**config.mk**
```make
export PLATFORM = sky130hd
export DESIGN_NAME = param_fifo
export DESIGN_NICKNAME = d
export VERILOG_FILES = /design/src/rtl/param_fifo.sv
export SDC_FILE = /design/constraint.sdc
export NUM_CORES = 1
export LEC_CHECK = 0
export BUFFER_PORTS_ARGS = -buffer_cell sky130_fd_sc_hd__buf_4
export CAP_MARGIN = 10
export CELL_PAD_IN_SITES_DETAIL_PLACEMENT = 0
export CELL_PAD_IN_SITES_GLOBAL_PLACEMENT = 1
export CORE_UTILIZATION = 26
export DETAILED_ROUTE_END_ITERATION = 12
export PLACE_DENSITY = 0.54
export SYNTH_ARGS = -nofsm -noshare
export SYNTH_HDL_FRONTEND = slang
export SYNTH_SLANG_ARGS = --single-unit
```
**constraint.sdc**
```tcl
create_clock -name CLK -period 5.7 [get_ports CLK]
set_clock_uncertainty 0.1 [all_clocks]
set_input_delay 0.57 -clock CLK [delete_from_list [all_inputs] [get_ports CLK]]
set_output_delay 0.57 -clock CLK [all_outputs]
set_load 0.01 [all_outputs]
```
**src/rtl/param_fifo.sv**
```systemverilog
// param_fifo: parametrised single-clock FIFO with registered read data,
// occupancy count, programmable almost-full/almost-empty thresholds,
// synchronous flush and overflow/underflow pulses.
//
// Ports:
//   CLK          system clock, rising edge
//   RST_N        asynchronous active-low reset
//   CLR          synchronous flush (pointers, count and outputs to reset values)
//   DIN/WR       write data / write request
//   RD           read request
//   DOUT/VALID   registered read data / one-cycle pulse on an accepted read
//   FULL/EMPTY   COUNT == DEPTH / COUNT == 0
//   almostFULL   COUNT >= AF_LEVEL
//   almostEMPTY  COUNT <= AE_LEVEL
//   OVER/UNDER   one-cycle pulse: write / read rejected
//   COUNT        occupancy, 0..DEPTH
module param_fifo #(
  parameter  int WIDTH    = 16,
  parameter  int DEPTH    = 16,
  parameter  int AF_LEVEL = DEPTH - 2,
  parameter  int AE_LEVEL = 2,
  localparam int AW       = $clog2(DEPTH)
) (
  input  logic             CLK,
  input  logic             RST_N,
  input  logic             CLR,
  input  logic [WIDTH-1:0] DIN,
  input  logic             WR,
  input  logic             RD,
  output logic [WIDTH-1:0] DOUT,
  output logic             VALID,
  output logic             FULL,
  output logic             EMPTY,
  output logic             almostFULL,
  output logic             almostEMPTY,
  output logic             OVER,
  output logic             UNDER,
  output logic [AW:0]      COUNT
);

  localparam logic [AW:0] DEPTH_C = DEPTH[AW:0];
  localparam logic [AW:0] AF_C    = AF_LEVEL[AW:0];
  localparam logic [AW:0] AE_C    = AE_LEVEL[AW:0];

  logic [WIDTH-1:0] mem [DEPTH];
  logic [AW-1:0]    wptr;
  logic [AW-1:0]    rptr;
  logic             rd_ok;
  logic             wr_ok;
  logic [AW:0]      cnt_nxt;

  // A read frees a slot on the same edge, so a full FIFO still accepts a
  // simultaneous write; an empty FIFO never forwards a same-cycle write.
  always_comb begin
    rd_ok = RD & ~EMPTY;
    wr_ok = WR & (~FULL | rd_ok);
  end

  always_comb begin
    cnt_nxt = COUNT;
    if (wr_ok && !rd_ok)
      cnt_nxt = COUNT + 1'b1;
    else if (rd_ok && !wr_ok)
      cnt_nxt = COUNT - 1'b1;
  end

  // Storage carries no reset; stale words are unreachable once the
  // pointers and count are cleared.
  always_ff @(posedge CLK) begin
    if (wr_ok && !CLR)
      mem[wptr] <= DIN;
  end

  always_ff @(posedge CLK or negedge RST_N) begin
    if (!RST_N) begin
      wptr        <= '0;
      rptr        <= '0;
      COUNT       <= '0;
      DOUT        <= '0;
      VALID       <= 1'b0;
      FULL        <= 1'b0;
      EMPTY       <= 1'b1;
      almostFULL  <= 1'b0;
      almostEMPTY <= 1'b1;
      OVER        <= 1'b0;
      UNDER       <= 1'b0;
    end else if (CLR) begin
      wptr        <= '0;
      rptr        <= '0;
      COUNT       <= '0;
      DOUT        <= '0;
      VALID       <= 1'b0;
      FULL        <= 1'b0;
      EMPTY       <= 1'b1;
      almostFULL  <= 1'b0;
      almostEMPTY <= 1'b1;
      OVER        <= 1'b0;
      UNDER       <= 1'b0;
    end else begin
      if (wr_ok)
        wptr <= wptr + 1'b1;
      if (rd_ok) begin
        DOUT <= mem[rptr];
        rptr <= rptr + 1'b1;
      end
      COUNT       <= cnt_nxt;
      VALID       <= rd_ok;
      OVER        <= WR & ~wr_ok;
      UNDER       <= RD & ~rd_ok;
      // Flags are derived from the next count so they agree with COUNT
      // after the same edge.
      FULL        <= (cnt_nxt == DEPTH_C);
      EMPTY       <= (cnt_nxt == '0);
      almostFULL  <= (cnt_nxt >= AF_C);
      almostEMPTY <= (cnt_nxt <= AE_C);
    end
  end

endmodule
```
==> results_dict.tcl <==
set metrics [dict create \
    synth_fa_ha_area_share_pct 0.768 \
    final_cell_count_no_fill 1256 \
    vias_per_cell 4.50 \
    min_delay_path_depth 3 \
    cap_violations 0 \
    pin_count 49 \
    path_cells "nand2b_1, a21boi_1, and2b_1, nand2_1, nor2_2" \
    post-route-period-util_pct 55.3 \
    fill_cells 4178 \
    gp_congestion 0.775 \
    rows 76 \
    synth-seq-cells 292 \
    hold_viol 0 \
    maxSlewViolCount 0 \
    route.detailed.drc 0 \
    wl_met2_um 13300 \
    antenna_found_initial 0 \
    status "completed" \
    cts_buffer_depth 3 \
    cts_hold_repair.buffers 1 \
    drive_gt1_share_pct 30.8 \
    overflow 0 \
    peakVddDrop_uv 203 \
    timing.hold.worst_endpoint "UNDER" \
    rsz0062_at_grt "no" \
    worstPathArrival_ns 3.17 \
    hp-class "in2reg" \
    multi_input_area_um2 2660 \
    crit_path_start_kind "flop" \
    fin_nets 674 \
    cts_tree "yes" \
    finalSetupTns_ns 0 \
    synth_flop_cell "edfxtp_1" \
    diodes 0 \
    crit_type "reg2reg" \
    end_kind "flop" \
    crit_family "simple AND/OR/NAND/NOR gates" \
    syn-instance-count 579 \
    synth_top_family_by_area "multiplexers" \
    wl_per_cell_um 21.3 \
    yosysSeqAreaShare_pct 75.4 \
    rr_startpoint "EMPTY" \
    drt_iter0_drc 477 \
    start_util_pct 26.4 \
    worst-path-max-fanout 16 \
    r2r-end "mem[12][5]" \
    post_cts_buffers 0 \
    postPlaceCellArea_um2 12500 \
    place_inst 1192 \
    final_common_cell "edfxtp_1" \
    synth_cell_types 48 \
    place.detailed.hpwl_um 15800 \
    cpPeakStageDelay_ns 0.96 \
    htreeDepth 2 \
    worst_slack_ns 2.55 \
    dp_slack_ns 2.30 \
    grt_max_degree 53 \
    final_area_um2 13600 \
    avgSynthCellArea_um2 19.7 \
    die_h_um 211 \
    grt_pass1_wl_um 39700 \
    yosys_warnings 0 \
    drt-pass1-iter-count 5 \
    cp.required_ns 5.72 \
    port_buffers 48 \
    synthMuxAreaShare_pct 14.5 \
    max_freq_ghz 0.317 \
    dieArea_um2 44700 \
    synth_nets 607 \
    grt_pass1_vias 5990 \
    wl_met1_um 11800 \
    cts_resized 0 \
    setup_viol 0 \
    clock_sinks 292 \
    synth-simple-area-share_pct 3.39 \
    ant_nets 0 \
    syn2layout_area_growth_pct 19.1 \
    cts_root_buf "clkbuf_16" \
    dr_wl_met3_um 1180 \
    tightest_slew_ns 1.21 \
    crit_buf_inv 0 \
    register_area_um2 8600 \
    cts.clk_slew.worst_paths_ns 0.06 \
    coreArea_um2 43200 \
    synth_xor_area_share_pct 0.768 \
    ys_async_sr_fraction_pct 12.3 \
    leakagePower_uw 0.00440 \
    die_w_um 211 \
    routed-via-count 5647 \
    mostFrequentLayoutCells "256 x edfxtp_1, 60 x buf_4, 54 x mux4_2, 34 x clkbuf_16, 31 x dfrtp_1" \
    synth_area_um2 11400 \
    post-route-min-period_ns 3.15 \
    wirelength_um 26800 \
    cp.depth 5 \
    r2r_setup_slack_ns 2.55 \
    synth_compound_area_share_pct 3.53 \
    dr.max_layer_used "met4" \
    insertion_delay_ns 0.52 \
    grt_usage_pct 12.2 \
    post-route-util_pct 31.4 \
    cts_buffers 34 \
    slew_headroom_pct 19.3 \
    reg2reg_depth 5 \
    hp-start "RD" \
    p_per_area_nw_per_um2 364 \
    synth_edf_count 256 \
    cp_slowest_cell "nor2_2" \
]
[report_power, final]
part / total, uW / switching [uW] / internal [uW]
Combinational: 462 / 239 / 223
Sequential: 2460 / 74.4 / 2390
Clock: 2020 / 860 / 1160
[cell usage after synthesis (all sizes together) (2+ instances only)]
cell type    n  share of area [%]
xor2         4               0.31
mux4        54                 11
mux2i       26                2.3
xnor2        6               0.46
nor3         4               0.18
edfxtp     256                 67
a21oi        2              0.088
and2b        2               0.13
inv          5               0.16
ha           7               0.77
clkbuf      14               0.50
nor2        26               0.86
nand2b       3               0.16
o21ai       18               0.82
nand2       25               0.85
and2         2               0.11
a221oi      10               0.77
nand4        3               0.16
nand3        5               0.22
dfstp        2               0.46
a22oi       16                1.1
a31o         2               0.15
mux2        16                1.6
buf         18               0.96
nor2b        4               0.22
dfrtp       34                7.5
[flip-flops by register name (all words and copies together) (netlist names)]
register     count
FULL             1
almostFULL       1
mem            256
wptr             4
VALID            1
UNDER            1
EMPTY            1
DOUT            16
rptr             4
COUNT            5
OVER             1
almostEMPTY      1
[cell type report]
type / count / area share (%)
tap: 585 / 5.39
inverter: 5 / 0.138
sequential: 292 / 63.3
clock buffer: 41 / 6.68
multi-input combinational: 250 / 19.6
timing repair buffer: 63 / 3.71
clock inverter: 20 / 1.11
[per-stage QoR]
stage          power (uW)  hold WS, ns
2_1_floorplan        2780        0.174
3_3_place_gp         2970        0.418
3_5_place_dp         2970        0.432
4_1_cts              5000        0.197
5_1_grt              5110        0.216
6_report             4940        0.211
[worst max-delay path by stage]
stage	from	slack, ns	to
2_1_floorplan	RD	2.64	mem[0][0]
3_3_place_gp	RD	2.38	mem[8][10]
3_5_place_dp	RD	2.30	mem[10][8]
4_1_cts	EMPTY	2.48	mem[8][13]
5_1_grt	EMPTY	2.32	mem[12][5]
6_report	EMPTY	2.55	mem[12][5]
[per-layer routing]
metal	vias to the layer above	global-route usage, %
li1	2480	-
met1	2976	16.2
met2	158	20.7
met3	33	2.11
met4	0	3.32
met5	-	0
[worst register-to-register path, delay by kind of cell, from the launching register on]
| family | cells | cell delay, ns |
|---|---|---|
| flops | 1 | 0.39 |
| compound gates | 1 | 0.56 |
| simple gates | 4 | 1.71 |
[logic make-up after synthesis]
family / after synthesis
xor+xnor: 10
fa+ha+maj: 7
simple gates: 80
compound gates: 57
mux: 96
buf+inv: 37
flops: 292
Note: power is estimated with default switching activity, not from simulation.
